## config.mk

```make
export PLATFORM = sky130hd
export DESIGN_NAME = servo_ramp_ctrl
export DESIGN_NICKNAME = d
export VERILOG_FILES = /design/src/rtl/servo_ramp_ctrl.sv
export SDC_FILE = /design/constraint.sdc
export NUM_CORES = 1
export LEC_CHECK = 0
export ABC_AREA = 1
export CAP_MARGIN = 20
export CORE_UTILIZATION = 35
export CTS_CLUSTER_SIZE = 30
export DETAILED_ROUTE_END_ITERATION = 8
export GPL_TIMING_DRIVEN = 1
export RECOVER_POWER = 100
export SETUP_SLACK_MARGIN = 0.4
export SKIP_CTS_REPAIR_TIMING = 1
export SLEW_MARGIN = 20
export SYNTH_ARGS = -nofsm -noshare
export SYNTH_HDL_FRONTEND = slang
export SYNTH_SLANG_ARGS = --single-unit
```

## constraint.sdc

```tcl
create_clock -name clk -period 4 [get_ports clk]
set_clock_uncertainty 0.15 [all_clocks]
set_input_delay 0.8 -clock clk [delete_from_list [all_inputs] [get_ports clk]]
set_output_delay 0.8 -clock clk [all_outputs]
set_load 0.005 [all_outputs]
```

## src/rtl/servo_ramp_ctrl.sv

```systemverilog
// Slew-rate limiter in front of the two-channel Servo block: steps each 12-bit
// channel toward its target by at most STEP per tick and issues one write per step.
module servo_ramp_ctrl #(
  parameter int          TICK_DIV = 50000,
  parameter int          STEP     = 4,
  parameter logic [11:0] INIT_POS = 12'd0
) (
  input  logic        clk,
  input  logic        rst_n,
  input  logic [23:0] tgt_data,
  input  logic        tgt_wr,
  output logic [23:0] servo_data,
  output logic        servo_wr,
  output logic [23:0] cur_pos,
  output logic        busy
);

  localparam int          CW        = $clog2(TICK_DIV);
  localparam logic [CW-1:0] TICK_LAST = CW'(TICK_DIV - 1);
  localparam logic [12:0] STEP_W    = 13'(STEP);

  typedef enum logic [1:0] {
    SYNC  = 2'd0,
    IDLE  = 2'd1,
    RAMP  = 2'd2,
    WRITE = 2'd3
  } state_t;

  state_t        state_r;
  state_t        next_state_s;
  logic [CW-1:0] count_r;
  logic          tick_s;
  logic [11:0]   cur0_r;
  logic [11:0]   cur1_r;
  logic [11:0]   tgt0_r;
  logic [11:0]   tgt1_r;
  logic [11:0]   step0_s;
  logic [11:0]   step1_s;
  logic [23:0]   tgt_next_s;
  logic          step_en_s;
  logic          wr_s;
  logic [23:0]   servo_data_r;
  logic          servo_wr_r;
  logic          busy_s;

  // One bounded step toward the target; the difference is taken 13 bits wide so it never wraps.
  function automatic logic [11:0] step_toward(input logic [11:0] cur, input logic [11:0] tgt);
    logic [12:0] d;
    logic [12:0] mag;
    d   = {1'b0, tgt} - {1'b0, cur};
    mag = d[12] ? (13'd0 - d) : d;
    if (mag <= STEP_W) begin
      return tgt;
    end else if (d[12]) begin
      return cur - STEP_W[11:0];
    end else begin
      return cur + STEP_W[11:0];
    end
  endfunction

  assign tick_s     = (count_r == TICK_LAST);
  assign busy_s     = ({cur1_r, cur0_r} != {tgt1_r, tgt0_r});
  assign tgt_next_s = tgt_wr ? tgt_data : {tgt1_r, tgt0_r};
  assign step0_s    = step_toward(cur0_r, tgt0_r);
  assign step1_s    = step_toward(cur1_r, tgt1_r);

  assign servo_data = servo_data_r;
  assign servo_wr   = servo_wr_r;
  assign cur_pos    = {cur1_r, cur0_r};
  assign busy       = busy_s;

  // State register.
  always_ff @(posedge clk) begin
    if (!rst_n) begin
      state_r <= SYNC;
    end else begin
      state_r <= next_state_s;
    end
  end

  // Next-state and step/write decisions; WRITE exits against a target latched in the same cycle.
  always_comb begin
    next_state_s = state_r;
    step_en_s    = 1'b0;
    wr_s         = 1'b0;
    case (state_r)
      SYNC: begin
        next_state_s = IDLE;
        wr_s         = 1'b1;
      end
      IDLE: begin
        if (busy_s) begin
          next_state_s = RAMP;
        end else begin
          next_state_s = IDLE;
        end
      end
      RAMP: begin
        if (!busy_s) begin
          next_state_s = IDLE;
        end else if (tick_s) begin
          next_state_s = WRITE;
          step_en_s    = 1'b1;
          wr_s         = 1'b1;
        end else begin
          next_state_s = RAMP;
        end
      end
      WRITE: begin
        if ({cur1_r, cur0_r} == tgt_next_s) begin
          next_state_s = IDLE;
        end else begin
          next_state_s = RAMP;
        end
      end
      default: begin
        next_state_s = SYNC;
      end
    endcase
  end

  // Tick counter, target latch, channel positions and the registered Servo write port.
  always_ff @(posedge clk) begin
    if (!rst_n) begin
      count_r      <= '0;
      cur0_r       <= INIT_POS;
      cur1_r       <= INIT_POS;
      tgt0_r       <= INIT_POS;
      tgt1_r       <= INIT_POS;
      servo_data_r <= {INIT_POS, INIT_POS};
      servo_wr_r   <= 1'b0;
    end else begin
      count_r    <= tick_s ? '0 : count_r + CW'(1);
      servo_wr_r <= wr_s;
      if (tgt_wr) begin
        tgt0_r <= tgt_data[11:0];
        tgt1_r <= tgt_data[23:12];
      end
      if (step_en_s) begin
        cur0_r       <= step0_s;
        cur1_r       <= step1_s;
        servo_data_r <= {step1_s, step0_s};
      end
    end
  end

endmodule
```

==> results of run 1 <==
registers in the layout, indices dropped and copies added (netlist names):
register / cells
state_r: 2
tgt1_r: 12
servo_wr: 1
servo_data: 1
cur0_r: 11
tgt0_r: 12
count_r: 16
cur1_r: 12
cell families (layout without fill, tap and decap cells):
logic type	Yosys count	after routing	share of synthesized area
adder cells (fa/ha/maj)	46	46	0.0972
AND/OR/NAND/NOR	532	532	0.381
XOR/XNOR	36	36	0.0508
AO/OA/AOI/OAI	103	103	0.0996
multiplexers	11	11	0.0177
buffers and inverters	195	263	0.138
flip-flops	67	67	0.216
critical path: cells and delay by family (launching register included):
kind | cells | cell delay (ns)
and+or+nand+nor | 5 | 0.84
buffers and inverters | 2 | 0.64
DFF | 1 | 0.56
adders and majority gates | 1 | 0.32
synthesized netlist by cell type (5+ instances only):
library cell and instances:
nand2_2 15, xnor2_1 7, ha_1 41, nor3_1 14
a31oi_1 6, xor2_1 29, mux2i_1 11, buf_4 25
nand3_2 5, buf_2 7, nor2_4 5, o21a_1 5
nor2_1 99, nor4_1 7, nand3_1 83, a21oi_1 49
nand4_1 21, dfxtp_1 67, inv_1 150, o21ai_0 16
nand2_1 268, o22ai_1 5, clkbuf_1 6
power breakdown:
part | leakage, nW | switching, mW | internal [mW]
logic | 3.05 | 0.452 | 0.267
registers | 0.548 | 0.0200 | 0.688
clock network | 0.159 | 0.311 | 0.579
total | 3.75 | 0.783 | 1.53
final cells by class:
type                            instances  area (um2)
Clock buffer                           12         256
Tap cell                              225         282
Clock inverter                          4        72.6
Multi-Input combinational cell        728        4100
Timing Repair Buffer                   93         865
Inverter                              154         578
Fill cell                            1849        9800
Sequential cell                        67        1350
through the flow:
stage	total power [mW]	area (um2)	instances	hold WS, ns	util
5_1_grt	2.46	7500	1283	0.327	0.434
4_1_cts	2.31	7380	1278	0.306	0.427
3_5_place_dp	1.41	7060	1262	0.296	0.408
6_report	2.32	7500	1283	0.302	0.434
3_3_place_gp	1.41	7060	1262	0.284	0.408
2_1_floorplan	1.25	6210	990	0.268	-
per-layer routing:
layer | vias to the layer above | GRT usage
li1 | 3283 | -
met1 | 2827 | 0.276
met2 | 130 | 0.337
met3 | 27 | 0.0281
met4 | 0 | 0.0843
met5 | - | 0
final timing paths:
check | from | endpoint | cells past startpoint
setup / recovery | cur0_r[9]$_SDFFE_PN0P_ | busy | 8
hold / removal | count_r[0]$_SDFF_PP0_ | count_r[0]$_SDFF_PP0_ | 1
setup reg to reg | cur0_r[9]$_SDFFE_PN0P_ | cur0_r[10]$_SDFFE_PN0P_ | 21
hold reg to reg | count_r[0]$_SDFF_PP0_ | count_r[0]$_SDFF_PP0_ | 1
==> impl_metrics.csv, run 1 <==
group,metric,value,unit
status,status,"finished with violations",
status,violations,"max-capacitance violations, max-slew violations",
place,hpwl,14600,um
finish,diodes,0,
worst_setup_path,crit_chain,"inv_1 > ha_4 > nand2_1 > nor2_4 > nand2_1 > nor4_1 > nand2_1 > clkdlybuf4s50_1",
worst_setup_path,cp_max_fo,7,
detailed_routing,wl_per_cell,14.4,um
global_route,grt_pass1_vias,5830,
timing,fin_setup_tns,0,ns
detailed_routing,route.met2.wl,8230,um
synth,syn_nets,1062,
synth,synth_edf_count,0,
synth,synth.distinct_cells,45,
detailed_routing,vias_per_cell,4.88,
finish,layout_common_cells,"nand2_1 (268), inv_1 (148), nor2_1 (100)",
clock_tree,htreeDepth,3,
detailed_routing,drc,0,
finish,layout.nets,1125,
timing,timing.final.crit_share,0.914,
timing,fmax,273,MHz
power_and_ir_drop,power_density,309,mW/mm2
synth,synth_seq_cells,67,
clock_tree,root_buffer,"clkbuf_16",
timing,tightest_slew,2.03,ns
worst_setup_path,cp_common_cell,"nand2_1",
detailed_routing,dr.pass1.iters,5,
global_route,grt_max_degree,43,
detailed_routing,num_vias,6267,
detailed_routing,drt-initial-drc-count,339,
power_and_ir_drop,ir_drop,0.182,mV
synth,avgSynthCellArea,6.27,um2
worst_setup_path,start_kind,"register",
global_route,track_usage,0.208,
worst_setup_path,cp.required,3.05,ns
power_and_ir_drop,p_leak,3.75,nW
synth,yosysSeqAreaShare,0.216,
place,place.gp.congestion,0.885,
detailed_routing,ant_nets,0,
die,pin_count,77,
die,initial_core_util,0.359,
clock_tree,clockBufferDepth,2,
die,die_h,135,um
worst_setup_path,endpoint_kind,"output pin",
synth,synth-async-reset-ratio,0,
hold_path,hp-class,"reg -> reg",
clock_tree,cts_tree,"built",
clock_tree,clkLatencyLatePin,0.34,ns
clock_tree,clk_pin_slew,0.05,ns
detailed_routing,highest_layer,"met4",
timing,relSlewSlack,-0.352,
detailed_routing,wl_met3,841,um
worst_setup_path,criticalPathCategory,"reg -> out",
synth,yosys_warnings,0,
timing,setup_viol,0,
global_route,grt_pass1_wl,29300,um
clock_tree,cts_inserted_buffers,9,
timing,fin_ws,0.343,ns
die,core_area,0.0173,mm2
clock_tree,cts_sinks,67,
synth,synthFlopType,"dfxtp_1",
global_route,antenna_found_initial,0,
worst_setup_path,cpMaxStageDelayCell,"dfxtp_1",
worst_setup_path,cpPeakStageDelay,0.56,ns
run,drv_cap,1,
finish,layout-drive-gt1-share,0.0813,
synth,synth_top_area_frac,0.216,
place,place_ws,0.326,ns
finish,final_common_cell,"nand2_1",
worst_setup_path,regToRegSetupSlack,0.44,ns
place,io_buffers,76,
synth,synth_cells,990,
timing,drv_slew,43,
global_route,grt_overflow,0,
synth,yosys-top-cells-area,"dfxtp_1 (22%), nand2_1 (16%), inv_1 (9.1%), ha_1 (8.3%), nand3_1 (6.7%)",
timing,final_hold_viol_count,0,
detailed_routing,drt-total-wl,18400,um
timing,min_period,3.66,ns
synth,syn-cell-area,0.00621,mm2
finish,syn2layout_area_growth,20.8,%
die,fp.dieW,135,um
detailed_routing,wl_met1,8930,um
synth,synth_area_leader_cell,"dfxtp_1",
die,rows,48,
timing,rsz0062_at_grt,"no",
die,die-area,0.0183,mm2
worst_setup_path,cp.arrival,2.71,ns
(Power assumes the default switching activity.)
==> inputs of run 2 (changes only) <==
--- a/config.mk
+++ b/config.mk
@@ -5,7 +5,6 @@
 export SDC_FILE = /design/constraint.sdc
 export NUM_CORES = 1
 export LEC_CHECK = 0
-export ABC_AREA = 1
 export CAP_MARGIN = 20
 export CORE_UTILIZATION = 35
 export CTS_CLUSTER_SIZE = 30
@@ -14,7 +13,6 @@
 export RECOVER_POWER = 100
 export SETUP_SLACK_MARGIN = 0.4
 export SKIP_CTS_REPAIR_TIMING = 1
-export SLEW_MARGIN = 20
 export SYNTH_ARGS = -nofsm -noshare
 export SYNTH_HDL_FRONTEND = slang
 export SYNTH_SLANG_ARGS = --single-unit
==> impl_metrics.csv, run 2 <==
group,metric,value,unit
power_and_ir_drop,power_density,301,mW/mm2
finish,layout_common_cells,"clkdlybuf4s50_1 (73), nor2_1 (59), dfxtp_1 (58), buf_4 (58), nand2_1 (44)",
finish,syn2layout_area_growth,36.4,%
clock_tree,clk_pin_slew,0.06,ns
finish,top_register,"count_r",
finish,area.sequential,0.00136,mm2
power_and_ir_drop,p_leak,3.02,nW
synth,synth_top_area_frac,0.237,
worst_setup_path,cp_max_fo,5,
timing,timing.final.crit_share,0.977,
synth,yosys-top-cells-area,"dfxtp_1 (24%), ha_1 (9.1%), xnor2_1 (6.5%), mux2i_1 (5.1%), nor2_1 (3.9%)",
finish,diodes,0,
detailed_routing,vias_per_cell,5.31,
finish,multiInputGateArea,0.00428,mm2
worst_setup_path,start_kind,"register",
die,initial_core_util,0.357,
synth,synth.distinct_cells,77,
synth,yosys.area_share.simple,0.234,
synth,synthFlopType,"dfxtp_1",
timing,drv_slew,0,
synth,synth_compound_area_frac,0.180,
synth,synth_common_cells,"dfxtp_1 (67), nor2_1 (59), nand2_1 (47), xnor2_1 (42), ha_1 (41)",
timing,whs,0.308,ns
detailed_routing,dr.pass1.iters,4,
run,drv_cap,0,
clock_tree,cts_tree,"built",
synth,synth-async-reset-ratio,0,
detailed_routing,ant_nets,0,
synth,synth_edf_count,0,
clock_tree,clkLatencyLatePin,0.34,ns
detailed_routing,drt-initial-drc-count,259,
global_route,track_usage,0.195,
clock_tree,cts_sinks,67,
timing,tightest_slew,1.10,ns
die,die_h,129,um
detailed_routing,wl_per_cell,16.7,um
clock_tree,htreeDepth,3,
worst_setup_path,cp.arrival,2.96,ns
synth,avgSynthCellArea,8.30,um2
timing,fin_setup_tns,0,ns
finish,largest_register_ffs,16,
worst_setup_path,endpoint_kind,"output pin",
finish,nFillCells,1510,
timing,min_period,3.91,ns
detailed_routing,drt-total-wl,16900,um
synth,yosysSeqAreaShare,0.237,
timing,fmax,256,MHz
synth,synth_cells,682,
synth,synthAdderAreaFrac,0.109,
finish,final_common_cell,"clkdlybuf4s50_1",
global_route,antenna_found_initial,0,
die,core_area,0.0158,mm2
timing,final_hold_viol_count,0,
synth,yosysMostFrequentCell,"dfxtp_1",
worst_setup_path,cp.required,3.05,ns
finish,layout.nets,861,
global_route,grt_pass1_vias,4838,
timing,relSlewSlack,0.264,
synth,synth_mux_area_frac,0.0593,
synth,synth_seq_cells,67,
place,io_buffers,76,
status,status,"finished, final reports clean",
worst_setup_path,criticalPathCategory,"reg -> out",
synth,synth_xor_xnor_area_share,0.105,
synth,syn-cell-area,0.00566,mm2
detailed_routing,num_vias,5366,
timing,rsz0062_at_grt,"yes",
global_route,grt_pass1_wl,25200,um
global_route,grt_overflow,0,
place,place.gp.congestion,0.918,
synth,synth_top_family_by_area,"simple AND/OR/NAND/NOR gates",
timing,setup_viol,0,
clock_tree,cts_inserted_buffers,9,
clock_tree,root_buffer,"clkbuf_16",
synth,yosys_warnings,0,
place,hpwl,12400,um
synth,syn_nets,754,
die,fp.dieW,129,um
die,pin_count,77,
power_and_ir_drop,ir_drop,0.241,mV
die,rows,46,
clock_tree,clockBufferDepth,2,
die,die-area,0.0167,mm2
global_route,grt_max_degree,43,
hold_path,hp-class,"reg -> reg",
power_and_ir_drop,p_total,2.32,mW
synth,synth_area_leader_cell,"dfxtp_1",
detailed_routing,drc,0,
finish,layout-drive-gt1-share,0.223,
-- run 2: changes by cell type after synthesis, moves of 13 or more --
cell / change
nand2_1: -221
nand3_1: -60
nor4b_1: +13
xnor2_1: +35
inv_1: -114
mux2i_1: +18
nor2_1: -40
a21oi_1: -14
nand2_2: -15
-- run 2: logic make-up (layout without fill, tap and decap cells) --
| family | Yosys count | count (layout) |
|---|---|---|
| and+or+nand+nor | 241 | 241 |
| DFF | 67 | 67 |
| adders and majority gates | 47 | 47 |
| AOI/OAI and AO/OA | 143 | 143 |
| xor gates and xnor gates | 67 | 67 |
| buffers and inverters | 85 | 197 |
| muxes | 32 | 32 |
-- run 2: critical path, cell delays in order (launching register included) --
cell	delay, ns
dfxtp_2	0.38
inv_1	0.09
ha_2	0.40
nand4_1	0.16
or4_1	0.55
or4b_4	0.57
clkdlybuf4s50_1	0.47
-- run 2: metrics by stage --
step / cell area (um2) / instances / setup slack, ns / util
CTS: 7120 / 974 / -0.109 / 0.450
global route: 7720 / 1010 / -0.0297 / 0.488
finish: 7720 / 1010 / 0.0930 / 0.488
detailed placement: 6790 / 958 / 0.0206 / 0.429
floorplan: 5790 / 682 / 0.159 / -
global placement: 6790 / 958 / 0.130 / 0.429
-- run 2: final cells by class --
type	instances	area share
Timing Repair Buffer	145	0.174
Inverter	36	0.0178
Clock inverter	4	0.00940
Sequential cell	67	0.176
Tap cell	216	0.0350
Multi-Input combinational cell	530	0.555
Clock buffer	12	0.0332
-- run 2: report_power, final --
part / internal (mW) / leakage, nW / switching [mW]
Sequential: 0.686 / 0.551 / 0.0222
Combinational: 0.314 / 2.31 / 0.407
Clock: 0.579 / 0.159 / 0.312
-- run 2: path summary, 6_finish.rpt --
kind                                 from                     endpoint  slack [ns]  cells after the start
hold reg to reg     count_r[0]$_SDFF_PP0_        count_r[0]$_SDFF_PP0_        0.31                      1
setup reg to reg   cur0_r[0]$_SDFFE_PN0P_  servo_data[11]$_SDFFE_PN0P_        0.11                     17
hold / removal      count_r[0]$_SDFF_PP0_        count_r[0]$_SDFF_PP0_        0.31                      1
setup / recovery  cur1_r[10]$_SDFFE_PN0P_                         busy        0.09                      6
-- run 2: metal layers --
metal / GRT usage / wire length, um / up-vias
li1: - / - / 2658
met1: 0.263 / 8100 / 2555
met2: 0.316 / 7790 / 131
met3: 0.0289 / 693 / 22
met4: 0.0644 / 310 / 0
met5: 0 / 0 / -
==> inputs of run 3 (changes only) <==
==> constraint.sdc (replaced) <==
create_clock -name clk -period 4.8 [get_ports clk]
set_clock_uncertainty 0.15 [all_clocks]
set_input_delay 0.96 -clock clk [delete_from_list [all_inputs] [get_ports clk]]
set_output_delay 0.96 -clock clk [all_outputs]
set_load 0.005 [all_outputs]
==> impl_metrics.csv, run 3 (synthesis gave the netlist of run 2 again) <==
group,metric,value,unit
status,status,"finished with violations",
status,violations,"max-capacitance violations, max-slew violations",
place,placed_cell_area,0.00652,mm2
clock_tree,cts_inserted_buffers,9,
power_and_ir_drop,p_leak,2.84,nW
worst_setup_path,cp.required,3.69,ns
clock_tree,clkLatencyLatePin,0.34,ns
worst_setup_path,start_kind,"register",
detailed_routing,drt-initial-drc-count,232,
die,fp.dieW,129,um
die,rows,46,
clock_tree,cts_tree,"built",
clock_tree,cts_sinks,67,
die,die-area,0.0167,mm2
detailed_routing,wl_per_cell,16.9,um
hold_path,holdCritStartpoint,"count_r[0]$_SDFF_PP0_",
power_and_ir_drop,power_density,251,mW/mm2
die,die_h,129,um
timing,min_period,4.40,ns
worst_setup_path,critPathLaunch,"cur1_r[9]$_SDFFE_PN0P_",
clock_tree,htreeDepth,3,
global_route,grt_pass1_vias,4903,
worst_setup_path,cpMaxStageDelayCell,"dlygate4sd3_1",
timing,fin_ws,0.398,ns
die,pin_count,77,
finish,fin_util,0.430,
power_and_ir_drop,ir_drop,0.161,mV
place,hpwl,12500,um
die,initial_core_util,0.357,
timing,final_hold_viol_count,0,
worst_setup_path,criticalPathCategory,"reg -> out",
finish,nFillCells,1587,
timing,drv_slew,75,
worst_setup_path,cpPeakStageDelay,0.63,ns
worst_setup_path,worst_path_dominant_cell_family,"simple AND/OR/NAND/NOR gates",
finish,area.sequential,0.00134,mm2
timing,timing.final.crit_share,0.917,
global_route,track_usage,0.199,
timing,setup_viol,0,
clock_tree,root_buffer,"clkbuf_16",
worst_setup_path,regToRegStartpoint,"cur0_r[0]$_SDFFE_PN0P_",
worst_setup_path,crit_chain,"inv_1 > ha_2 > nand4_1 > or4_1 > or4b_1 > dlygate4sd3_1",
worst_setup_path,cp_max_fo,8,
place,io_buffers,76,
finish,layout-drive-gt1-share,0.0766,
finish,top_register,"count_r",
detailed_routing,dr.pass1.iters,5,
finish,layout.nets,812,
global_route,grtUsageMet3,0.0260,
finish,largest_register_ffs,16,
global_route,grt_util_met1,0.275,
finish,diodes,0,
run,drv_cap,2,
global_route,grtUsageMet2,0.308,
place,post-place-cells,940,
global_route,grt_pass1_wl,25700,um
finish,layout_common_cells,"dfxtp_1 (67), nor2_1 (59), nand2_1 (47)",
hold_path,hp-class,"reg -> reg",
place,place_ws,0.342,ns
clock_tree,clockBufferDepth,2,
worst_setup_path,endpoint_kind,"output pin",
detailed_routing,drc,0,
worst_setup_path,cp.arrival,3.29,ns
global_route,grt-busiest-layer,"met2",
timing,tightest_slew,1.88,ns
detailed_routing,drt-total-wl,16300,um
finish,syn2layout_area_growth,20.3,%
global_route,grt_overflow,0,
timing,relSlewSlack,-0.255,
power_and_ir_drop,p_total,1.71,mW
finish,multiInputGateArea,0.00390,mm2
global_route,antenna_found_initial,0,
timing,rsz0062_at_grt,"no",
finish,stdcell_area,0.00681,mm2
place,place.gp.congestion,0.885,
worst_setup_path,regToRegSetupSlack,0.44,ns
global_route,grt_max_degree,63,
timing,fin_setup_tns,0,ns
timing,whs,0.306,ns
finish,fin_cells,960,
die,core_area,0.0158,mm2
detailed_routing,vias_per_cell,5.46,
timing,fmax,227,MHz
detailed_routing,ant_nets,0,
worst_setup_path,crit_buf_inv,2,
clock_tree,clk_pin_slew,0.06,ns
detailed_routing,num_vias,5237,
finish,final_common_cell,"dfxtp_1",
run 3: cell types whose count changed in the layout (fill, tap and decap cells not counted), sizes merged:
cell,previous run,this run
clkbuf,15,19
buf,66,13
clkinvlp,1,0
bufinv,2,0
clkdlybuf4s50,73,30
dlygate4sd3,3,46
clkinv,1,3
run 3: area by class of cell:
cell class / count / share of cell area
clock buffer: 12 / 0.0362
clock inverter: 3 / 0.00221
inverter: 36 / 0.0198
multi-input combinational: 530 / 0.573
sequential: 67 / 0.197
tap: 216 / 0.0397
timing repair buffer: 96 / 0.132
run 3: worst paths after layout:
check	endpoint	cells after the start
min reg2reg	count_r[0]$_SDFF_PP0_	1
min	count_r[0]$_SDFF_PP0_	1
max reg2reg	servo_data[11]$_SDFFE_PN0P_	17
max	busy	6
run 3: metal layers:
layer | up-vias | share of wire
li1 | 2567 | -
met1 | 2503 | 0.48
met2 | 143 | 0.45
met3 | 24 | 0.045
met4 | 0 | 0.026
met5 | - | 0
run 3: power by group:
| part | total [mW] | internal [mW] | switching [mW] |
|---|---|---|---|
| logic | 0.509 | 0.214 | 0.295 |
| registers | 0.591 | 0.574 | 0.0175 |
| clock network | 0.606 | 0.358 | 0.247 |
